[config.mk]
export PLATFORM = sky130hd
export DESIGN_NAME = window_scan_ctrl
export DESIGN_NICKNAME = d
export VERILOG_FILES = /design/src/rtl/window_scan_ctrl.sv
export SDC_FILE = /design/constraint.sdc
export NUM_CORES = 1
export LEC_CHECK = 0
export ABC_CLOCK_PERIOD_IN_PS = 5000
export CORE_AREA = 4 4 83 70
export CTS_BUF_LIST = sky130_fd_sc_hd__clkbuf_8
export DETAILED_ROUTE_END_ITERATION = 10
export DIE_AREA = 0 0 87 74
export PLACE_DENSITY = 0.81
export SYNTH_ARGS = -nofsm -noshare
export SYNTH_HDL_FRONTEND = slang
export SYNTH_SLANG_ARGS = --single-unit
[constraint.sdc]
create_clock -name clk -period 5 [get_ports clk]
set_input_delay 0.75 -clock clk [delete_from_list [all_inputs] [get_ports clk]]
set_output_delay 0.75 -clock clk [all_outputs]
set_load 0.05 [all_outputs]
[src/rtl/window_scan_ctrl.sv]
// Window-position sequencer: accepts one scale configuration and emits the
// raster-ordered window positions for it, flagging the frame's final window.
module window_scan_ctrl #(
    parameter int unsigned IMG_WIDTH  = 45,
    parameter int unsigned IMG_HEIGHT = 45,
    parameter int unsigned WIN_W      = 24,
    parameter int unsigned WIN_H      = 24,
    parameter int unsigned STEP_X     = 1,
    parameter int unsigned STEP_Y     = 1,
    localparam int unsigned W_X = $clog2(IMG_WIDTH),
    localparam int unsigned W_Y = $clog2(IMG_HEIGHT),
    localparam int unsigned W_W = $clog2(IMG_WIDTH + 1),
    localparam int unsigned W_H = $clog2(IMG_HEIGHT + 1)
) (
    input  logic           clk,
    input  logic           rst_n,
    input  logic           cfg_valid,
    output logic           cfg_ready,
    input  logic [W_W-1:0] cfg_width,
    input  logic [W_H-1:0] cfg_height,
    input  logic [7:0]     cfg_scale,
    input  logic           cfg_last,
    output logic           cfg_err,
    output logic           window_pos_valid,
    input  logic           window_pos_ready,
    output logic           window_pos_eot,
    output logic [7:0]     window_pos_scale,
    output logic [W_X-1:0] window_pos_x,
    output logic [W_Y-1:0] window_pos_y,
    output logic           busy,
    output logic           frame_done
);

    localparam int unsigned W_CX = W_W + 1;
    localparam int unsigned W_CY = W_H + 1;

    typedef enum logic {IDLE = 1'b0, SCAN = 1'b1} state_t;

    state_t         state, state_n;
    logic [W_X-1:0] x_q, x_n;
    logic [W_Y-1:0] y_q, y_n;
    logic [W_W-1:0] xmax_q, xmax_n;
    logic [W_H-1:0] ymax_q, ymax_n;
    logic [7:0]     scale_q, scale_n;
    logic           last_q, last_n;
    logic           eot_q, eot_n;
    logic           err_q, err_n;
    logic           done_q, done_n;

    // Comparisons widened by one bit so x+STEP cannot wrap past the limit.
    function automatic logic row_end_f(input logic [W_X-1:0] x, input logic [W_W-1:0] xm);
        return (W_CX'(x) + W_CX'(STEP_X)) > W_CX'(xm);
    endfunction

    function automatic logic col_end_f(input logic [W_Y-1:0] y, input logic [W_H-1:0] ym);
        return (W_CY'(y) + W_CY'(STEP_Y)) > W_CY'(ym);
    endfunction

    // Next-state, next-position and pulse logic.
    always_comb begin
        state_n = state;
        x_n     = x_q;
        y_n     = y_q;
        xmax_n  = xmax_q;
        ymax_n  = ymax_q;
        scale_n = scale_q;
        last_n  = last_q;
        err_n   = 1'b0;
        done_n  = 1'b0;
        eot_n   = 1'b0;
        case (state)
            IDLE: begin
                if (cfg_valid) begin
                    if ((W_CX'(cfg_width) < W_CX'(WIN_W)) || (W_CY'(cfg_height) < W_CY'(WIN_H))) begin
                        err_n = 1'b1;
                    end else begin
                        xmax_n  = cfg_width - W_W'(WIN_W);
                        ymax_n  = cfg_height - W_H'(WIN_H);
                        scale_n = cfg_scale;
                        last_n  = cfg_last;
                        x_n     = '0;
                        y_n     = '0;
                        state_n = SCAN;
                    end
                end
            end
            SCAN: begin
                if (window_pos_ready) begin
                    if (!row_end_f(x_q, xmax_q)) begin
                        x_n = x_q + W_X'(STEP_X);
                    end else if (!col_end_f(y_q, ymax_q)) begin
                        x_n = '0;
                        y_n = y_q + W_Y'(STEP_Y);
                    end else begin
                        state_n = IDLE;
                        done_n  = last_q;
                    end
                end
            end
            default: state_n = IDLE;
        endcase
        eot_n = (state_n == SCAN) && last_n && row_end_f(x_n, xmax_n) && col_end_f(y_n, ymax_n);
    end

    always_ff @(posedge clk or negedge rst_n) begin
        if (!rst_n) begin
            state   <= IDLE;
            x_q     <= '0;
            y_q     <= '0;
            xmax_q  <= '0;
            ymax_q  <= '0;
            scale_q <= '0;
            last_q  <= 1'b0;
            eot_q   <= 1'b0;
            err_q   <= 1'b0;
            done_q  <= 1'b0;
        end else begin
            state   <= state_n;
            x_q     <= x_n;
            y_q     <= y_n;
            xmax_q  <= xmax_n;
            ymax_q  <= ymax_n;
            scale_q <= scale_n;
            last_q  <= last_n;
            eot_q   <= eot_n;
            err_q   <= err_n;
            done_q  <= done_n;
        end
    end

    assign cfg_ready        = (state == IDLE);
    assign busy             = (state == SCAN);
    assign window_pos_valid = (state == SCAN);
    assign window_pos_x     = x_q;
    assign window_pos_y     = y_q;
    assign window_pos_scale = scale_q;
    assign window_pos_eot   = eot_q;
    assign cfg_err          = err_q;
    assign frame_done       = done_q;

endmodule

==> out/qor.yml <==
status: "finished, final reports clean"
synth_nets: 344
holdCritPathClass: "register to register"
seqPwrFrac_pct: 23.7
boundaryPins: 51
reg2regPathDepth: 19
holdCritStartpoint: "window_pos_scale[1]"
syn_area_mm2: 0.00260
area_growth_pct: 28.6
nFillCells: 372
grt_pass1_wl_um: 10700
clock-sinks: 37
endpoint_kind: "register"
synth.distinct_cells: 50
n_antenna_cell: 0
grt_max_degree: 38
combPwrFrac_pct: 65.9
cap_viol_max_count: 0
cts_max_path_buffers: 2
period_minus_slack_ns: 4.73
slew_violations: 0
tightestPinTransition_ns: 0.831
fin_skew_ns: 0.00564
clk_transition_reported_paths_ns: 0.07
clock_latency_ns: 0.29
dp_hpwl_um: 4990
ant_nets: 0
die_area_mm2: 0.00644
ir_worst_vdd_mv: 0.334
internal_power_mw: 1.12
post-place-ws_ns: 0.139
drc: 0
drive_above_1_share_pct: 10.9
worstSetupStartpoint: "window_pos_x[0]"
min_path_cells: 2
arrival_ns: 4.91
maxClockFrequency_mhz: 211
htreeDepth: 2
r2r-start: "window_pos_x[0]"
leakage_nw: 1.66
switching_power_mw: 1.09
placementRows: 23
wl_per_cell_um: 15.4
via_per_inst: 5.60
seq_area_um2: 930
worst_setup_path_start_kind: "register"
overflow: 0
slew_headroom_pct: 44.6
crit_fanout: 7
first_iter_violations: 235
initial_utilization_pct: 52.9
clkPwrFrac_pct: 10.3
whs_ns: 0.473
finalWorstSetupSlack_ns: 0.266
ys_warn_count: 0
antenna_found_initial: 0
finalSetupViolCount: 0
drtPass1Iterations: 4
holdBufCountCts: 0
cts_tree: "yes"
io_buffers: 50
postSynthCellCount: 289
multi_input_area_mm2: 0.00155
root_buffer: "clkbuf_8"
ys_seq_area_share_pct: 35.6
die_x_um: 87
place.gp.congestion: 0.976
path_class: "register to register"
critPathRequiredTime_ns: 5.18
finalCritPeriodShare_pct: 94.7
finalHoldViolCount: 0
switching_share_pct: 49.4
cts_buffers: 5
coreArea_mm2: 0.00492
wirelength_um: 6350
die_h_um: 74
power_density_mw_per_mm2: 659
dr_total_vias: 2307
grt_usage_pct: 21.3
fin_nets: 404
synth_seq_cells: 37
fin_util_pct: 68.0
syn_avg_cell_area_um2: 9.00
finalSetupTns_ns: 0
grt_pass1_vias: 2317
[final timing paths]
check                           slack [ns]             endpoint
min in group asynchronous             0.55            ymax_q[3]
worst min register to register        0.47  window_pos_scale[1]
max in group asynchronous             3.87      window_pos_x[0]
worst max register to register        0.27       window_pos_eot
worst min-delay path                  0.47  window_pos_scale[1]
worst max-delay path                  0.27       window_pos_eot
[layout make-up]
cell class / instances / area share, %
flip-flops and latches: 37 / 27.8
inverters: 29 / 3.25
clock inverters: 1 / 0.150
well taps: 62 / 2.32
multi-input cells: 215 / 46.3
repair buffers: 61 / 17.3
clock buffers: 7 / 2.88
[power groups by stage]
stage / registers, mW / logic (mW) / clock network, mW
after floorplan: 0.732 / 0.779 / 0
after global placement: 0.516 / 1.38 / 0
after detailed placement: 0.521 / 1.42 / 0
after CTS: 0.516 / 1.42 / 0.236
after global routing: 0.541 / 1.61 / 0.247
final: 0.523 / 1.45 / 0.228
[critical path, stage by stage, from the launching register on]
cell and delay, ns:
dfrtp_2 0.43, ha_2 0.24, nand3_2 0.13, xnor2_1 0.19
ha_1 0.27, and3_1 0.20, a21boi_0 0.15, or3b_1 0.43
and4bb_1 0.24, nand2_2 0.14, mux2i_2 0.29, ha_2 0.26
nand3_2 0.08, mux2_4 0.31, ha_1 0.29, and3_1 0.20
a221oi_1 0.30, a41oi_1 0.09, a41o_1 0.21, and4_1 0.19
[metal layers]
layer / share of wire [%] / vias up / global-route usage, %
li1: - / 1120 / -
met1: 46 / 1077 / 29.7
met2: 44 / 88 / 33.0
met3: 7.7 / 22 / 4.43
met4: 2.6 / 0 / 8.13
met5: 0 / - / 0
[placed cells by master, fill, tap and decap left out, drive strengths merged, types with 3 or more instances in the layout]
| master | Yosys | final |
|---|---|---|
| nand2 | 57 | 57 |
| a31o | 3 | 3 |
| mux2i | 10 | 10 |
| nand3 | 13 | 13 |
| clkbuf | 6 | 7 |
| dfrtp | 37 | 37 |
| a41oi | 3 | 3 |
| buf | 2 | 12 |
| o21ai | 10 | 10 |
| ha | 30 | 30 |
| and3 | 7 | 7 |
| clkdlybuf4s50 | 0 | 49 |
| a21oi | 12 | 12 |
| a31oi | 5 | 5 |
| nor2 | 10 | 10 |
| nand2b | 3 | 3 |
| xnor2 | 9 | 9 |
| a21o | 3 | 3 |
| xor2 | 9 | 9 |
| inv | 29 | 29 |
[cells by family (layout without fill, tap and decap cells)]
family / Yosys count / after routing / synth area share [%]
AOI/OAI and AO/OA: 48 / 48 / 12.4
xor gates and xnor gates: 18 / 18 / 6.06
adders and majority gates: 30 / 30 / 14.4
buffers and inverters: 37 / 98 / 5.77
DFF: 37 / 37 / 35.6
muxes: 11 / 11 / 4.91
and+or+nand+nor: 108 / 108 / 20.9
[sequential cells by signal (all words and copies together) (netlist names)]
name and flops:
window_pos_x 6, busy 1, ymax_q 6, cfg_err 1, window_pos_eot 1, frame_done 1
last_q 1, window_pos_y 6, xmax_q 6, window_pos_scale 8
[cell usage after synthesis, drive strengths merged]
master | instances | area [um2]
o21ai | 10 | 50.1
or2 | 1 | 8.76
ha | 30 | 375
buf | 2 | 18.8
nand3 | 13 | 87.6
o41ai | 1 | 8.76
a41o | 2 | 20.0
clkbuf | 6 | 22.5
o211ai | 2 | 15.0
nand4 | 2 | 12.5
and4bb | 1 | 12.5
o22a | 1 | 8.76
a21o | 3 | 22.5
a21boi | 1 | 7.51
nand2 | 57 | 214
and4 | 2 | 17.5
and3 | 7 | 43.8
and2 | 1 | 6.26
dfrtp | 37 | 926
or3b | 1 | 8.76
a41oi | 3 | 26.3
xor2 | 9 | 78.8
a211oi | 2 | 20.0
mux2 | 1 | 15.0
mux2i | 10 | 113
nor2b | 1 | 6.26
a221oi | 1 | 8.76
or3 | 1 | 6.26
a31oi | 5 | 31.3
xnor2 | 9 | 78.8
nor4b | 2 | 17.5
nor3 | 2 | 15.0
a2111oi | 1 | 8.76
or2b | 1 | 7.51
nor3b | 1 | 7.51
nand2b | 3 | 18.8
a21oi | 12 | 60.1
nand3b | 2 | 15.0
o21a | 1 | 7.51
nor2 | 10 | 37.5
inv | 29 | 109
a31o | 3 | 26.3
[stage by stage]
stage	instances	area, um2	total power, mW
5_1_grt	412	3350	2.40
3_5_place_dp	403	3210	1.94
3_3_place_gp	403	3210	1.90
6_report	412	3350	2.20
2_1_floorplan	289	2600	1.51
4_1_cts	411	3320	2.18
[repair_timing]
item,in CTS,in global routing
gates resized for setup,0,10
endpoints found under the hold margin,0,0
setup buffers,0,1
setup endpoints to repair,0,1
Power figures use the tool's default switching activity.
